### src/rtl/adc_sample_avg_if.sv
// ============================================================================
// Module : adc_sample_avg_if
// Brief  : Sample/control/result bundle between an ADC front end and the averager.
// Rev    : 1.0  initial release
// ============================================================================
`default_nettype none

interface adc_sample_avg_if;
    logic        din_valid;
    logic [15:0] din;
    logic        enable;
    logic        clr;
    logic [15:0] offset;
    logic        avg_valid;
    logic [15:0] avg_out;
    logic        ovr;
    logic        timeout;

    modport master (
        output din_valid, din, enable, clr, offset,
        input  avg_valid, avg_out, ovr, timeout
    );

    modport slave (
        input  din_valid, din, enable, clr, offset,
        output avg_valid, avg_out, ovr, timeout
    );
endinterface

`default_nettype wire

### src/rtl/adc_sample_avg.sv
// ============================================================================
// Module : adc_sample_avg
// Brief  : Edge-qualified ADC sample averager with offset, saturation and gap timeout.
// Rev    : 1.0  initial release
// ============================================================================
`default_nettype none

module adc_sample_avg #(
    parameter int AVG_LOG2    = 2,
    parameter int TIMEOUT_CYC = 1000
) (
    input  wire logic        clk_ref,
    input  wire logic        sys_rstn,
    adc_sample_avg_if.slave  bus
);

    localparam int                 c_GAP_W    = $clog2(TIMEOUT_CYC + 1);
    localparam logic [4:0]         c_WIN_LAST = 5'((1 << AVG_LOG2) - 1);
    localparam logic [c_GAP_W-1:0] c_GAP_MAX  = c_GAP_W'(TIMEOUT_CYC);

    typedef enum logic [1:0] {
        IDLE  = 2'd0,
        ACCUM = 2'd1,
        EMIT  = 2'd2
    } state_t;

    state_t                     state_q, state_d;
    logic                       dv_q;
    logic                       armed_q;
    logic signed [19:0]         acc_q, acc_d;
    logic        [4:0]          cnt_q, cnt_d;
    logic        [c_GAP_W-1:0]  gap_q, gap_d;
    logic                       avg_valid_q, avg_valid_d;
    logic        [15:0]         avg_out_q, avg_out_d;
    logic                       ovr_q, ovr_d;
    logic                       timeout_q, timeout_d;

    logic                       w_edge;
    logic                       w_take;
    logic signed [19:0]         w_sample;
    logic signed [19:0]         w_avg;
    logic signed [20:0]         w_diff;
    logic                       w_sat_hi;
    logic                       w_sat_lo;
    logic        [15:0]         w_res;

    // armed_q blocks a din_valid that is already high when reset releases
    assign w_edge   = bus.din_valid & ~dv_q & armed_q;
    assign w_take   = w_edge & ~bus.clr;
    assign w_sample = {{4{~bus.din[15]}}, ~bus.din[15], bus.din[14:0]};
    assign w_avg    = acc_q >>> AVG_LOG2;
    assign w_diff   = {w_avg[19], w_avg} - {{5{bus.offset[15]}}, bus.offset};
    assign w_sat_hi = (w_diff > 21'sd32767);
    assign w_sat_lo = (w_diff < -21'sd32768);
    assign w_res    = w_sat_hi ? 16'h7FFF : (w_sat_lo ? 16'h8000 : w_diff[15:0]);

    always_comb begin
        state_d     = state_q;
        acc_d       = acc_q;
        cnt_d       = cnt_q;
        gap_d       = gap_q;
        avg_valid_d = 1'b0;
        avg_out_d   = avg_out_q;
        ovr_d       = ovr_q;
        timeout_d   = timeout_q;

        case (state_q)
            IDLE: begin
                acc_d = '0;
                cnt_d = '0;
                gap_d = '0;
                if (bus.enable) state_d = ACCUM;
            end
            ACCUM: begin
                if (!bus.enable) begin
                    state_d = IDLE;
                    acc_d   = '0;
                    cnt_d   = '0;
                    gap_d   = '0;
                end else if (w_take) begin
                    acc_d = acc_q + w_sample;
                    cnt_d = cnt_q + 5'd1;
                    gap_d = '0;
                    if (cnt_q == c_WIN_LAST) state_d = EMIT;
                end else if (gap_q != c_GAP_MAX) begin
                    gap_d = gap_q + 1'b1;
                    if (gap_q + 1'b1 == c_GAP_MAX) timeout_d = 1'b1;
                end
            end
            EMIT: begin
                avg_out_d   = w_res;
                avg_valid_d = 1'b1;
                if (w_sat_hi || w_sat_lo) ovr_d = 1'b1;
                acc_d   = '0;
                cnt_d   = '0;
                state_d = bus.enable ? ACCUM : IDLE;
            end
            default: state_d = IDLE;
        endcase

        // clr wins; an EMIT in progress still publishes but cannot raise ovr
        if (bus.clr) begin
            acc_d     = '0;
            cnt_d     = '0;
            gap_d     = '0;
            ovr_d     = 1'b0;
            timeout_d = 1'b0;
        end
    end

    always_ff @(posedge clk_ref or negedge sys_rstn) begin
        if (!sys_rstn) begin
            state_q     <= IDLE;
            dv_q        <= 1'b0;
            armed_q     <= 1'b0;
            acc_q       <= '0;
            cnt_q       <= '0;
            gap_q       <= '0;
            avg_valid_q <= 1'b0;
            avg_out_q   <= '0;
            ovr_q       <= 1'b0;
            timeout_q   <= 1'b0;
        end else begin
            state_q     <= state_d;
            dv_q        <= bus.din_valid;
            armed_q     <= armed_q | ~bus.din_valid;
            acc_q       <= acc_d;
            cnt_q       <= cnt_d;
            gap_q       <= gap_d;
            avg_valid_q <= avg_valid_d;
            avg_out_q   <= avg_out_d;
            ovr_q       <= ovr_d;
            timeout_q   <= timeout_d;
        end
    end

    assign bus.avg_valid = avg_valid_q;
    assign bus.avg_out   = avg_out_q;
    assign bus.ovr       = ovr_q;
    assign bus.timeout   = timeout_q;

endmodule

`default_nettype wire

### src/flat_wrapper.sv
// flat-port wrapper written by rule: the top's interface ports become plain ports
module adc_sample_avg_flat 
#(
    parameter int AVG_LOG2    = 2,
    parameter int TIMEOUT_CYC = 1000
)
  (clk_ref, sys_rstn, bus_din_valid, bus_din, bus_enable, bus_clr, bus_offset, bus_avg_valid, bus_avg_out, bus_ovr, bus_timeout);
  adc_sample_avg_if bus_i ();
  input  wire logic clk_ref;
  input  wire logic sys_rstn;
  input wire logic [$bits(bus_i.din_valid)-1:0] bus_din_valid;
  input wire logic [$bits(bus_i.din)-1:0] bus_din;
  input wire logic [$bits(bus_i.enable)-1:0] bus_enable;
  input wire logic [$bits(bus_i.clr)-1:0] bus_clr;
  input wire logic [$bits(bus_i.offset)-1:0] bus_offset;
  output wire logic [$bits(bus_i.avg_valid)-1:0] bus_avg_valid;
  output wire logic [$bits(bus_i.avg_out)-1:0] bus_avg_out;
  output wire logic [$bits(bus_i.ovr)-1:0] bus_ovr;
  output wire logic [$bits(bus_i.timeout)-1:0] bus_timeout;
  assign bus_i.din_valid = bus_din_valid;
  assign bus_i.din = bus_din;
  assign bus_i.enable = bus_enable;
  assign bus_i.clr = bus_clr;
  assign bus_i.offset = bus_offset;
  assign bus_avg_valid = bus_i.avg_valid;
  assign bus_avg_out = bus_i.avg_out;
  assign bus_ovr = bus_i.ovr;
  assign bus_timeout = bus_i.timeout;
  adc_sample_avg #(.AVG_LOG2(AVG_LOG2), .TIMEOUT_CYC(TIMEOUT_CYC)) u_core (.clk_ref(clk_ref), .sys_rstn(sys_rstn), .bus(bus_i));
endmodule
### config.mk
export PLATFORM = sky130hd
export DESIGN_NAME = adc_sample_avg_flat
export DESIGN_NICKNAME = d
export VERILOG_FILES = /design/src/rtl/adc_sample_avg_if.sv /design/src/rtl/adc_sample_avg.sv /design/src/flat_wrapper.sv
export SDC_FILE = /design/constraint.sdc
export NUM_CORES = 1
export LEC_CHECK = 0
export ABC_AREA = 1
export BUFFER_PORTS_ARGS = -buffer_cell sky130_fd_sc_hd__buf_4
export CELL_PAD_IN_SITES_DETAIL_PLACEMENT = 0
export CELL_PAD_IN_SITES_GLOBAL_PLACEMENT = 1
export CORE_MARGIN = 8
export CORE_UTILIZATION = 43
export DETAILED_ROUTE_END_ITERATION = 6
export GPL_TIMING_DRIVEN = 0
export PLACE_DENSITY = 0.93
export SLEW_MARGIN = 10
export SYNTH_ARGS = -nofsm -noshare
export SYNTH_HDL_FRONTEND = slang
export SYNTH_SLANG_ARGS = --single-unit
### constraint.sdc
create_clock -name clk_ref -period 2.9 [get_ports clk_ref]
set_clock_uncertainty 0.2 [all_clocks]
set_input_delay 0.145 -clock clk_ref [delete_from_list [all_inputs] [get_ports clk_ref]]
set_output_delay 0.145 -clock clk_ref [all_outputs]
set_load 0.03 [all_outputs]
==> impl_summary.md <==
Floorplan
The floorplan has 37 rows. For this design the top-level I/O count stands at between 50 and 60. The placeable core area is roughly 10000 sq um. The die span in x is around 120 um.

The starting density of the core is between 40% and 50%. The die is roughly 120 um tall. The floorplan die area is about 14000 sq um.

Hold path
The cell depth of the worst min-delay path is 3. The hold path startpoint is bus_din[1]. The type of the most critical hold path is input pin to flip-flop.

For hold timing, the worst endpoint is u_core.acc_q[1]$_DFFE_PN0P_.

Worst setup path
The number of buffers and inverters on the critical path is 3. The slack of the worst reg-to-reg path is approximately 0.18 ns. The library cell contributing the largest single delay on the critical path is sky130_fd_sc_hd__fa_1. For this run, the slowest stage of the critical path takes about 0.40 ns. The reg-to-reg startpoint is u_core.acc_q[2]$_DFFE_PN0P_. The worst setup path is captured at a flip-flop. In this run the critical register-to-register path is captured at u_core.bus.avg_out[11]$_DFFE_PN0P_.

The arrival time reported for the critical path endpoint is 2.74 ns. In this design, the largest share of critical-path delay is due to simple AND/OR/NAND/NOR gates. The required time at the worst-slack endpoint is roughly 2.9 ns. Walking the worst path, the cells encountered are inv_1, ha_1, fa_1, nand3b_1, nand2_2, nand2_2, nand2_2, nand2_1, nand3_1, nand2_1, nor2_1, nand2_1, nand2_2, inv_2, nor2_4, buf_12, a21oi_2. The worst setup path is of the flip-flop to flip-flop kind. Of all nets on the critical path, the largest fanout is 10. The length in cells of the worst reg-to-reg path is 17.

The most frequent cell on the critical path is sky130_fd_sc_hd__nand2_2. The kind of start point of the critical path is a flip-flop.

STA
The number of max-slew violations in the final report was 0. The hold violation total from the final report is 0. After layout, the worst path uses 93.7% of the clock period.

The post-layout worst setup margin is around 0.18 ns. Setup violations remaining at the end of the flow were counted as 0. The minimum clock period is around 2.7 ns. The upper clock frequency limit is around 370 MHz. In this run the tightest slew margin relative to its limit is between 50% and 60%.

The slew at the pin with the worst max-slew slack is 0.747 ns. Adding up every negative setup slack in the final design gives 0 ns. Setup repair after global routing left no endpoint under its margin.

Cells and area
The growth of design area from synthesis to finish is 17.8%. In the final layout, the share of cells above drive strength 1 is approximately 15%. The finished cells cover approximately 5400 sq um.

After filler insertion, the fill cell instance count of the layout stands at ~1000. In the final design database the tool counted approximately 790 nets. The repair_antennas step left the layout with diodes totalling 0. The sequential cells in the finished layout cover a total of around 1500 sq um. The area used by multi-input combinational logic is about 2700 sq um.

Clocking
The H-tree was split into 3 levels. The insertion delay of the later-clocked pin in the worst-skew pair is 0.34 ns. The largest buffer count on any clock path is 2. CTS saw 58 sinks.

TritonCTS built the clock tree. In this run the clock root is driven by a sky130_fd_sc_hd__clkbuf_8. Clock-pin slew was measured on the worst setup and hold paths at 0.07 ns.

Clock tree synthesis inserted a total of 9 buffers.

Placed design
Detailed placement finished with a half-perimeter wire length of about 9000 um. The weighted congestion reported at the end of routability-driven placement is roughly 0.85. The instance area at placement is roughly 5100 sq um. At the placement stage, the worst setup path has a slack of between 0.2 and 0.25 ns. Port buffering added between 50 and 60 buffers.

Global route
For met1 alone, demand over resource in global routing was 21.2%. For this run, global-route usage on met2 was measured as about a quarter. The first global-routing pass estimated roughly 19000 um of wire. The fraction of met3 tracks used by global routing is under 10%. The initial antenna violation count is 0. Summed over all layers, the global routing overflow is 0.

The pin count of the biggest net entering global routing is slightly below 60. The number of global-route vias before repair is 4167. The busiest layer in global routing is met2. Across every metal layer, demand over resource in global routing totals between 10% and 20%.

Power
The power per unit of standard cell area is a little under 400 nW/um^2. The share of total power dissipated in combinational logic is 27.6%. Net switching is between 30% and 40% of the power.

The leakage power total is 2.84 nW. The highest ir drop seen on vdd is ~0.00018 V. Of the total power, the clock network draws 30.9%.

The sequential group share of total power is 41.5%. Summed over all nets, the switching power comes to 0.697 mW. The internal portion of the total power is between 1 and 1.5 mW.

Drt
The number of antenna-violating nets in the routed design is 0. Using the TritonRoute via totals, the vias-per-cell ratio works out to approximately 5. The first routing iteration left approximately 240 violations. Dividing the detail-routed wire length by the instance count gives ~13 um. For this block, the routed nets add up to between 10000 and 15000 um of wire. The remaining design rule violation count is 0. The vias after detailed routing is 4244. The first TritonRoute pass finished after 4 iterations.

Synthesis
The net count after synthesis is slightly above 700. By area the synthesized netlist is led by sky130_fd_sc_hd__dfrtp_1 (32%), sky130_fd_sc_hd__nand2_1 (14%), sky130_fd_sc_hd__ha_1 (11%), sky130_fd_sc_hd__inv_1 (7.2%), sky130_fd_sc_hd__a21oi_1 (5.9%). The sequential share of the synthesized area is 31.8%.

Sorting the synthesized cells by how often they occur yields sky130_fd_sc_hd__nand2_1 (165), sky130_fd_sc_hd__inv_1 (88), sky130_fd_sc_hd__dfrtp_1 (58). The mean cell area of the mapped netlist is between 7 and 8 sq um. The number of distinct library cell variants in the gate-level netlist after synthesis is 39.

Summed over its instances, the top area cell type makes up about a third of the synthesized netlist area. The share of synthesized flip-flops with an asynchronous set or reset is between 90% and 100%. The synthesized cell area is between 4000 and 5000 sq um. The cell type with the highest aggregate area in the netlist is sky130_fd_sc_hd__dfrtp_1.

Yosys mapped a number of flops with a built-in enable equal to 0. sky130_fd_sc_hd__nand2_1 is the most common cell in the netlist. Among all flip-flop cells after synthesis, the most frequent one is sky130_fd_sc_hd__dfrtp_1.

The count of synthesis-stage warnings from yosys is 0. Synthesis produced 640 cells. After synthesis the netlist holds a flip-flop and latch count of a little under 60.

Flow run
The count of max-cap constraint violations is 0.

Run status
The run finished with clean final reports.
-- per-stage QoR --
stage | std cells | hold slack (ns) | util, % | power, mW
5_1_grt | 852 | 0.0330 | 52.1 | 2.25
3_3_place_gp | 831 | 0.0554 | 49.9 | 1.46
2_1_floorplan | 640 | -0.351 | - | 1.28
3_5_place_dp | 831 | 0.0651 | 49.9 | 1.46
6_report | 852 | 0.0258 | 52.1 | 2.11
4_1_cts | 852 | 0.0228 | 52.1 | 2.13
-- cells in the final DEF (no fill, tap or decap), types with 7 or more instances in the layout --
cell type,instances
sky130_fd_sc_hd__buf_4,55
sky130_fd_sc_hd__a21oi_1,54
sky130_fd_sc_hd__inv_1,88
sky130_fd_sc_hd__o21ai_0,41
sky130_fd_sc_hd__dfrtp_1,58
sky130_fd_sc_hd__o22ai_1,7
sky130_fd_sc_hd__a21oi_2,10
sky130_fd_sc_hd__ha_1,40
sky130_fd_sc_hd__nor2_1,55
sky130_fd_sc_hd__nand3_1,29
sky130_fd_sc_hd__xnor2_1,11
sky130_fd_sc_hd__nand2_1,165
sky130_fd_sc_hd__clkbuf_8,11
sky130_fd_sc_hd__nor3_1,10
sky130_fd_sc_hd__nand2_2,14
sky130_fd_sc_hd__xor2_1,11
-- kinds of logic after synthesis --
family | synth area share (%)
buffers and inverters | 8.74
multiplexers | 0.219
AO/OA/AOI/OAI | 15.9
XOR/XNOR | 4.22
flip-flops | 31.8
AND/OR/NAND/NOR | 27.3
adder cells (fa/ha/maj) | 11.8
-- area by class of cell --
class | count | share of cell area (%)
timing repair buffer | 61 | 8.79
multi-input combinational | 485 | 50.5
clock buffer | 12 | 2.88
buffer | 8 | 1.21
clock inverter | 3 | 0.279
tap | 136 | 3.16
inverter | 89 | 6.21
sequential | 58 | 27.0
-- tightest hold or removal path, cell delays in order --
cell and delay (ns):
sky130_fd_sc_hd__buf_4 0.09, sky130_fd_sc_hd__fa_1 0.16, sky130_fd_sc_hd__a22o_1 0.13
-- power by group through the flow --
stage,sequential (mW),combinational (mW),clock [mW]
finish,0.875,0.582,0.652
global route,0.879,0.657,0.711
CTS,0.875,0.585,0.669
detailed placement,0.889,0.576,0
global placement,0.887,0.569,0
floorplan,0.912,0.368,0
-- flip-flops by register name (all words and copies together), names as in the netlist --
name,cells
u_core.bus.ovr,1
u_core.acc_q,20
u_core.bus.avg_valid,1
u_core.gap_q,10
u_core.bus.timeout,1
u_core.state_q,2
u_core.dv_q,1
u_core.armed_q,1
u_core.cnt_q,5
u_core.bus.avg_out,16
-- how the worst max path moves through the flow --
| stage | startpoint | endpoint | slack, ns | depth (start not counted) |
|---|---|---|---|---|
| 2_1_floorplan | u_core.acc_q[2]$_DFFE_PN0P_ | u_core.bus.avg_out[10]$_DFFE_PN0P_ | 0.47 | 17 |
| 3_3_place_gp | u_core.acc_q[2]$_DFFE_PN0P_ | u_core.bus.avg_out[2]$_DFFE_PN0P_ | 0.26 | 17 |
| 3_5_place_dp | u_core.acc_q[2]$_DFFE_PN0P_ | u_core.bus.avg_out[13]$_DFFE_PN0P_ | 0.23 | 17 |
| 4_1_cts | u_core.acc_q[2]$_DFFE_PN0P_ | u_core.bus.avg_out[11]$_DFFE_PN0P_ | 0.18 | 17 |
| 5_1_grt | u_core.acc_q[2]$_DFFE_PN0P_ | u_core.bus.avg_out[11]$_DFFE_PN0P_ | 0.02 | 17 |
| 6_report | u_core.acc_q[2]$_DFFE_PN0P_ | u_core.bus.avg_out[11]$_DFFE_PN0P_ | 0.18 | 17 |
-- timing repair --
item | in CTS | in global routing
gates resized for setup | 0 | 0
setup buffers | 0 | 0
hold buffers | 6 | 0
endpoints found under the hold margin | 66 | 0
-- layer usage --
layer  up-vias  wire [um]
met1      1918       5490
met4         0        121
li1       2236          -
met3         9        574
met2        81       5030
met5         -          0
No activity file was read; power rests on OpenSTA's default activity.
